### src/rtl/pll_reset_sequencer.sv
// Reset/lock sequencer for a PLLE2_ADV: pulses PLL RST, waits for continuously
// stable lock, then releases the downstream system reset; retries, sticky FAIL.
module pll_reset_sequencer #(
    parameter int RST_CYCLES   = 16,
    parameter int LOCK_STABLE  = 8,
    parameter int LOCK_TIMEOUT = 1024,
    parameter int MAX_RETRIES  = 3,
    parameter int CNT_W        = 16,
    parameter int RETRY_W      = 2
) (
    input  logic               clk,
    input  logic               cpu_reset_n,
    input  logic               pll_locked,
    input  logic               restart,
    output logic               pll_rst,
    output logic               sys_reset,
    output logic               ready,
    output logic               fail,
    output logic [RETRY_W-1:0] retry_count
);
    localparam int SYNC_STAGES = 2;

    localparam logic [CNT_W-1:0]   RST_LAST     = CNT_W'(RST_CYCLES - 1);
    localparam logic [CNT_W-1:0]   STABLE_LAST  = CNT_W'(LOCK_STABLE - 1);
    localparam logic [CNT_W-1:0]   TIMEOUT_LAST = CNT_W'(LOCK_TIMEOUT - 1);
    localparam logic [RETRY_W-1:0] RETRY_MAX    = RETRY_W'(MAX_RETRIES);

    typedef enum logic [2:0] {
        ST_RESET_PLL,
        ST_WAIT_LOCK,
        ST_STABLE,
        ST_RUN,
        ST_FAIL
    } state_t;

    logic [SYNC_STAGES-1:0] sync_reg;
    logic                   locked_sync;
    state_t                 state_reg, state_next;
    logic [CNT_W-1:0]       cnt_reg, cnt_next;
    logic [RETRY_W-1:0]     retry_reg, retry_next;

    // pll_locked comes from the PLL's own lock detector, asynchronous to clk.
    always_ff @(posedge clk or negedge cpu_reset_n) begin
        if (!cpu_reset_n) begin
            sync_reg <= '0;
        end else begin
            sync_reg <= {sync_reg[SYNC_STAGES-2:0], pll_locked};
        end
    end

    assign locked_sync = sync_reg[SYNC_STAGES-1];

    always_comb begin
        state_next = state_reg;
        cnt_next   = cnt_reg;
        retry_next = retry_reg;
        if (restart) begin
            state_next = ST_RESET_PLL;
            cnt_next   = '0;
            retry_next = '0;
        end else begin
            case (state_reg)
                ST_RESET_PLL: begin
                    if (cnt_reg == RST_LAST) begin
                        state_next = ST_WAIT_LOCK;
                        cnt_next   = '0;
                    end else begin
                        cnt_next = cnt_reg + CNT_W'(1);
                    end
                end
                ST_WAIT_LOCK: begin
                    if (locked_sync) begin
                        state_next = ST_STABLE;
                        cnt_next   = '0;
                    end else if (cnt_reg == TIMEOUT_LAST) begin
                        cnt_next = '0;
                        if (retry_reg == RETRY_MAX) begin
                            state_next = ST_FAIL;
                        end else begin
                            state_next = ST_RESET_PLL;
                            retry_next = retry_reg + RETRY_W'(1);
                        end
                    end else begin
                        cnt_next = cnt_reg + CNT_W'(1);
                    end
                end
                ST_STABLE: begin
                    // A dropout restarts the timeout but is not a retry.
                    if (!locked_sync) begin
                        state_next = ST_WAIT_LOCK;
                        cnt_next   = '0;
                    end else if (cnt_reg == STABLE_LAST) begin
                        state_next = ST_RUN;
                        cnt_next   = '0;
                    end else begin
                        cnt_next = cnt_reg + CNT_W'(1);
                    end
                end
                ST_RUN: begin
                    if (!locked_sync) begin
                        state_next = ST_RESET_PLL;
                        cnt_next   = '0;
                        retry_next = '0;
                    end
                end
                ST_FAIL: begin
                    state_next = ST_FAIL;
                end
                default: begin
                    state_next = ST_RESET_PLL;
                    cnt_next   = '0;
                    retry_next = '0;
                end
            endcase
        end
    end

    // Outputs are registered from the next state so they change on the same
    // edge as the state they describe.
    always_ff @(posedge clk or negedge cpu_reset_n) begin
        if (!cpu_reset_n) begin
            state_reg <= ST_RESET_PLL;
            cnt_reg   <= '0;
            retry_reg <= '0;
            pll_rst   <= 1'b1;
            sys_reset <= 1'b1;
            ready     <= 1'b0;
            fail      <= 1'b0;
        end else begin
            state_reg <= state_next;
            cnt_reg   <= cnt_next;
            retry_reg <= retry_next;
            pll_rst   <= (state_next == ST_RESET_PLL) || (state_next == ST_FAIL);
            sys_reset <= (state_next != ST_RUN);
            ready     <= (state_next == ST_RUN);
            fail      <= (state_next == ST_FAIL);
        end
    end

    assign retry_count = retry_reg;

endmodule

### config.mk
export PLATFORM = sky130hd
export DESIGN_NAME = pll_reset_sequencer
export DESIGN_NICKNAME = d
export VERILOG_FILES = /design/src/rtl/pll_reset_sequencer.sv
export SDC_FILE = /design/constraint.sdc
export NUM_CORES = 1
export LEC_CHECK = 0
export CAP_MARGIN = 20
export CORE_MARGIN = 2
export CORE_UTILIZATION = 38
export DETAILED_ROUTE_END_ITERATION = 8
export GPL_TIMING_DRIVEN = 0
export HOLD_SLACK_MARGIN = 0.1
export PLACE_DENSITY_LB_ADDON = 0.05
export RECOVER_POWER = 25
export SYNTH_ARGS = -nofsm -noshare
export SYNTH_HDL_FRONTEND = slang
export SYNTH_SLANG_ARGS = --single-unit
### constraint.sdc
create_clock -name clk -period 2.3 [get_ports clk]
set_clock_uncertainty 0.05 [all_clocks]
set_input_delay 0.46 -clock clk [delete_from_list [all_inputs] [get_ports clk]]
set_output_delay 0.46 -clock clk [all_outputs]
set_load 0.02 [all_outputs]
**After elaboration in Yosys (flattened, before gate mapping)**

Index checks and enable logic that the tools add are counted.

- Add/sub/neg operators: 2
- Reduce and logical (&&, ||, !) cells: 6
- Multiplexer cells: 23
- Equality and inequality tests: 17

Operator list:

| kind | number |
|---|---|
| 2-to-1 mux 16 bit | 7 |
| one-hot mux 16 bit (5 select lines) | 1 |
| 2-to-1 mux 3 bit | 8 |
| adder 16 x 1 -> 16 bit, second input constant | 1 |
| == test 16 x 10 -> 1 bit, second input constant | 1 |
| == test 16 x 3 -> 1 bit, second input constant | 1 |
| == test 16 x 4 -> 1 bit, second input constant | 1 |
| one-hot mux 3 bit (5 select lines) | 1 |
| inequality test 3 bit, second input constant | 4 |
| 2-to-1 mux 2 bit | 5 |
| == test 3 x 2 -> 1 bit, second input constant | 3 |
| == test 3 bit, second input constant | 2 |
| logical NOT 3 bit | 2 |
| one-hot mux 2 bit (3 select lines) | 1 |
| AND reduction 5 bit | 1 |
| == test 3 x 1 -> 1 bit, second input constant | 1 |
| inequality test 3 x 2 -> 1 bit, second input constant | 1 |
| OR reduction 3 bit | 1 |
| adder 2 x 1 -> 2 bit, second input constant | 1 |
| == test 2 bit, second input constant | 1 |
| inequality test 2 x 1 -> 1 bit, second input constant | 1 |
| inequality test 2 bit, second input constant | 1 |
| AND reduction 2 bit | 1 |
| logical OR 1 bit | 1 |

- Output and inout port bits: 6
- Word-level logic and storage cells: 56
- Register bits: 27
- Bits of input ports: 4

**Depth between registers and ports, before layout**

- Word-level depth: 8
- Mapped depth: 7
- Mapped depth without buffers: 7

**Least setup slack after synthesis**

No wires, ideal clock.

- Path type: flip-flop to flip-flop
- Start: register state_reg[1]
- End: register cnt_reg[15]
- Arrival: 1.535 ns
- Library setup time: 0.131 ns
- Cell stages (with the launch flop): 8
- Buffers on the path: 1
- Period minus slack after synthesis: 1.716 ns
- Data required time: 2.119 ns
- Path slack: 0.584 ns
- Cells stage by stage: dfrtp_1 -> buf_2 -> or3b_4 -> a21oi_4 -> nor3_2 -> nand4_1 -> xor2_1 -> nor2_1

- Longest elaborated chain between the ends: 3
- Elaborated cells between the ends (all ways): 10
- Those cells by class: eq/ne (6); mux (2); reduce/logical (2)

RTL lines:

| element | RTL line | text |
|---|---|---|
| start, declared | 38 | `state_t state_reg, state_next;` |
| start signal, assigned | 130 | `state_reg <= state_next;` |
| == test 3 bit, or another cell as far along | 62 | `case (state_reg)` |
| one-hot mux 16 bit (5 select lines), or another cell as far along | 62 |  |
| 2-to-1 mux 16 bit or AND reduction 2 bit (tied branches) | -- |  |
| end signal, assigned | 131 | `cnt_reg <= cnt_next;` |
| end, declared | 39 | `logic [CNT_W-1:0] cnt_reg, cnt_next;` |

Several ways; a longest one is shown, not always the timed one.
A chain may end at the register's enable or synchronous reset.

**Worst setup path in the final report**

- Start: register cnt_reg[0]
- End: register cnt_reg[3]

- Longest elaborated chain between the ends: 5
- Elaborated cells between the ends (all ways): 11
- Those cells by class: add/sub (1); eq/ne (3); mux (7)

RTL lines:

| element | RTL line | text |
|---|---|---|
| adder 16 x 1 -> 16 bit, or another cell as far along | 68, 84, 96 |  |
| 2-to-1 mux 16 bit (on tied branches) | 92, 75 |  |
| 2-to-1 mux 16 bit (on tied branches) | 89, 72 |  |
| one-hot mux 16 bit (5 select lines) * | 62 |  |
| 2-to-1 mux 16 bit * | 57 | `if (restart) begin` |

Mark *: on every way between the ends. The rest lies on a longest branch, timed or not.

==> out/qor.yml <==
critPathCapture: "cnt_reg[3]"
intPower_uw: 620
setup_tns_ns: 0
p_clk_share_pct: 34.4
num_antenna_cells: 0
ys.flop_type: "dfrtp_1"
arrival_ns: 2.08
rows: 22
avgSynthCellArea_sq_um: 10.1
max_cap_violations: 0
io_buffers: 8
combPwrFrac_pct: 4.8
peakVddDrop_v: 0.000268
r2r_start: "cnt_reg[0]"
post_cts_buffers: 0
hp-class: "reg2reg"
grt-ovfl-total: 0
cp-start-kind: "flip-flop"
finalInstanceArea_sq_um: 1670
synth.area.top_cells: "dfrtp_1, nor2_1, dfstp_2"
clkTransAtPathRegs_ns: 0.09
drcViolationCount: 0
rsz0062_at_grt: "false"
fill_cells: 363
gp_congestion: 0.836
layout_common_cells: "dfrtp_1, nor2_1, nand2_1"
htree_levels: 1
crit_type: "reg2reg"
cts_sinks: 27
place_area_sq_um: 1620
pre_cts_ws_ns: 0.204
setup_violations: 0
ys_warn_count: 0
drt-vias-per-instance: 5.28
total_power_uw: 801
via_count: 1088
routed_wirelength_mm: 2.84
p_switching_uw: 181
r2r_end: "cnt_reg[3]"
final_nets: 165
mostFrequentLayoutCell: "dfrtp_1"
syn_nets: 151
multi_input_area_sq_um: 763
cts_buffers: 3
clk_latency_ns: 0.28
hold_viol_final: 0
p_seq_share_pct: 60.7
min_period_over_period_pct: 85.3
synthDistinctLibCells: 43
ctsResizeCount: 0
io_pins: 10
dpl.hpwl_mm: 2.11
syn-cell-area_sq_um: 1470
core_region_area_sq_um: 3690
grt_pass1_vias: 1007
synth-async-reset-ratio_pct: 100
drtPass1Iterations: 4
clock.fmax_mhz: 510
crit_required_ns: 2.42
crit_fanout: 8
yosys.area.top_type: "dfrtp_1"
area_delta_synth_final_pct: 14.0
seq_area_sq_um: 678
synth_edf_count: 0
status: "finished, final reports clean"
grt_pass1_wl_mm: 5.00
cts_buffer_depth: 2
end_kind: "flip-flop"
min_period_ns: 1.96
slew_viol_final: 0
ctsHoldBuffers: 0
netlist_instances: 145
ant_nets: 0
cts_tree: "done"
rrSetupSlack_ns: 0.34
power_density_nw_per_um2: 479
die_h_microns: 66.2
synth_seq_cells: 27
start_util_pct: 39.8
post_drt_wl_per_cell_microns: 13.8
synth-seq-area-share_pct: 46.2
largest_reg_flops: 16
grt_usage_pct: 15.2
cellLeakagePower_uw: 0.000716
dieArea_sq_um: 4380
tightest_slew_ns: 0.646
maxSlewHeadroom_pct: 56.8
crit_path_start: "cnt_reg[0]"
drt_iter0_drc: 32
switching_share_pct: 22.6
root_buffer: "clkbuf_8"
die_w_microns: 66.2
post-route-util_pct: 45.4
synth_top_area_share_pct: 42.6
antenna_found_initial: 0
grt_max_degree: 15
fin_ws_ns: 0.339
final_layout_size_suffix_gt1_share_pct: 15.2
r2r_cells: 7
[metal layers]
metal  vias to the layer above  track usage (%)  wire, microns
met3                         4             2.73             66
met5                         -                0              0
met4                         0             7.65             57
li1                        552                -              -
met2                        12             22.3           1230
met1                       520             21.4           1480
[critical path, stage by stage (launching register included)]
cell and delay, ns:
dfrtp_1 0.39, ha_1 0.21, nor4bb_1 0.33, nand4_1 0.18, nand4_1 0.18, a31oi_4 0.16, a21o_1 0.19, a22o_1 0.17
[through the flow]
step	hold slack, ns	cells
finish	0.310	206
global route	0.319	206
CTS	0.316	206
detailed placement	0.295	202
global placement	0.289	201
floorplan	0.114	145
[power groups by stage]
stage	combinational (uW)	clock [uW]	sequential, uW
final	38.8	276	487
after global routing	45.6	302	488
after CTS	40.2	280	487
after detailed placement	40.0	0	496
after global placement	36.6	0	496
after floorplan	19.8	0	494
[cell type report]
cell class | instances | area share (%)
Tap cell | 48 | 3.59
Multi-Input combinational cell | 112 | 45.6
Timing Repair Buffer | 9 | 5.68
Clock buffer | 4 | 2.69
Inverter | 2 | 0.448
Buffer | 4 | 1.49
Sequential cell | 27 | 40.5
[cell usage after synthesis, types with 3 or more instances]
| library cell | number |
|---|---|
| a21o_1 | 3 |
| a21oi_1 | 3 |
| a22o_1 | 3 |
| and3_1 | 3 |
| dfrtp_1 | 25 |
| nand2_1 | 13 |
| nand3_1 | 9 |
| nand4_1 | 6 |
| nor2_1 | 18 |
| nor3_1 | 5 |
| o21ai_0 | 4 |
| o21ai_1 | 3 |
| xnor2_1 | 5 |
| xor2_1 | 5 |
[worst min path at each step]
stage,start,end,slack (ns),cells past startpoint
2_1_floorplan,cpu_reset_n,cnt_reg[0],0.11,0
3_3_place_gp,sync_reg[0],sync_reg[1],0.29,0
3_5_place_dp,sync_reg[0],sync_reg[1],0.29,0
4_1_cts,sync_reg[0],sync_reg[1],0.32,0
5_1_grt,sync_reg[0],sync_reg[1],0.32,0
6_report,sync_reg[0],sync_reg[1],0.31,0
[cell families (layout without fill, tap and decap cells)]
group                      Yosys count  after routing  share of synthesized area, %
AOI/OAI and AO/OA                   24             24                          13.1
xor gates and xnor gates            10             10                          5.96
adders and majority gates            2              2                          1.70
buffers and inverters                6             19                          2.21
DFF                                 27             27                          46.2
muxes                                2              2                          1.53
and+or+nand+nor                     74             74                          29.3
Power figures use the tool's default switching activity.
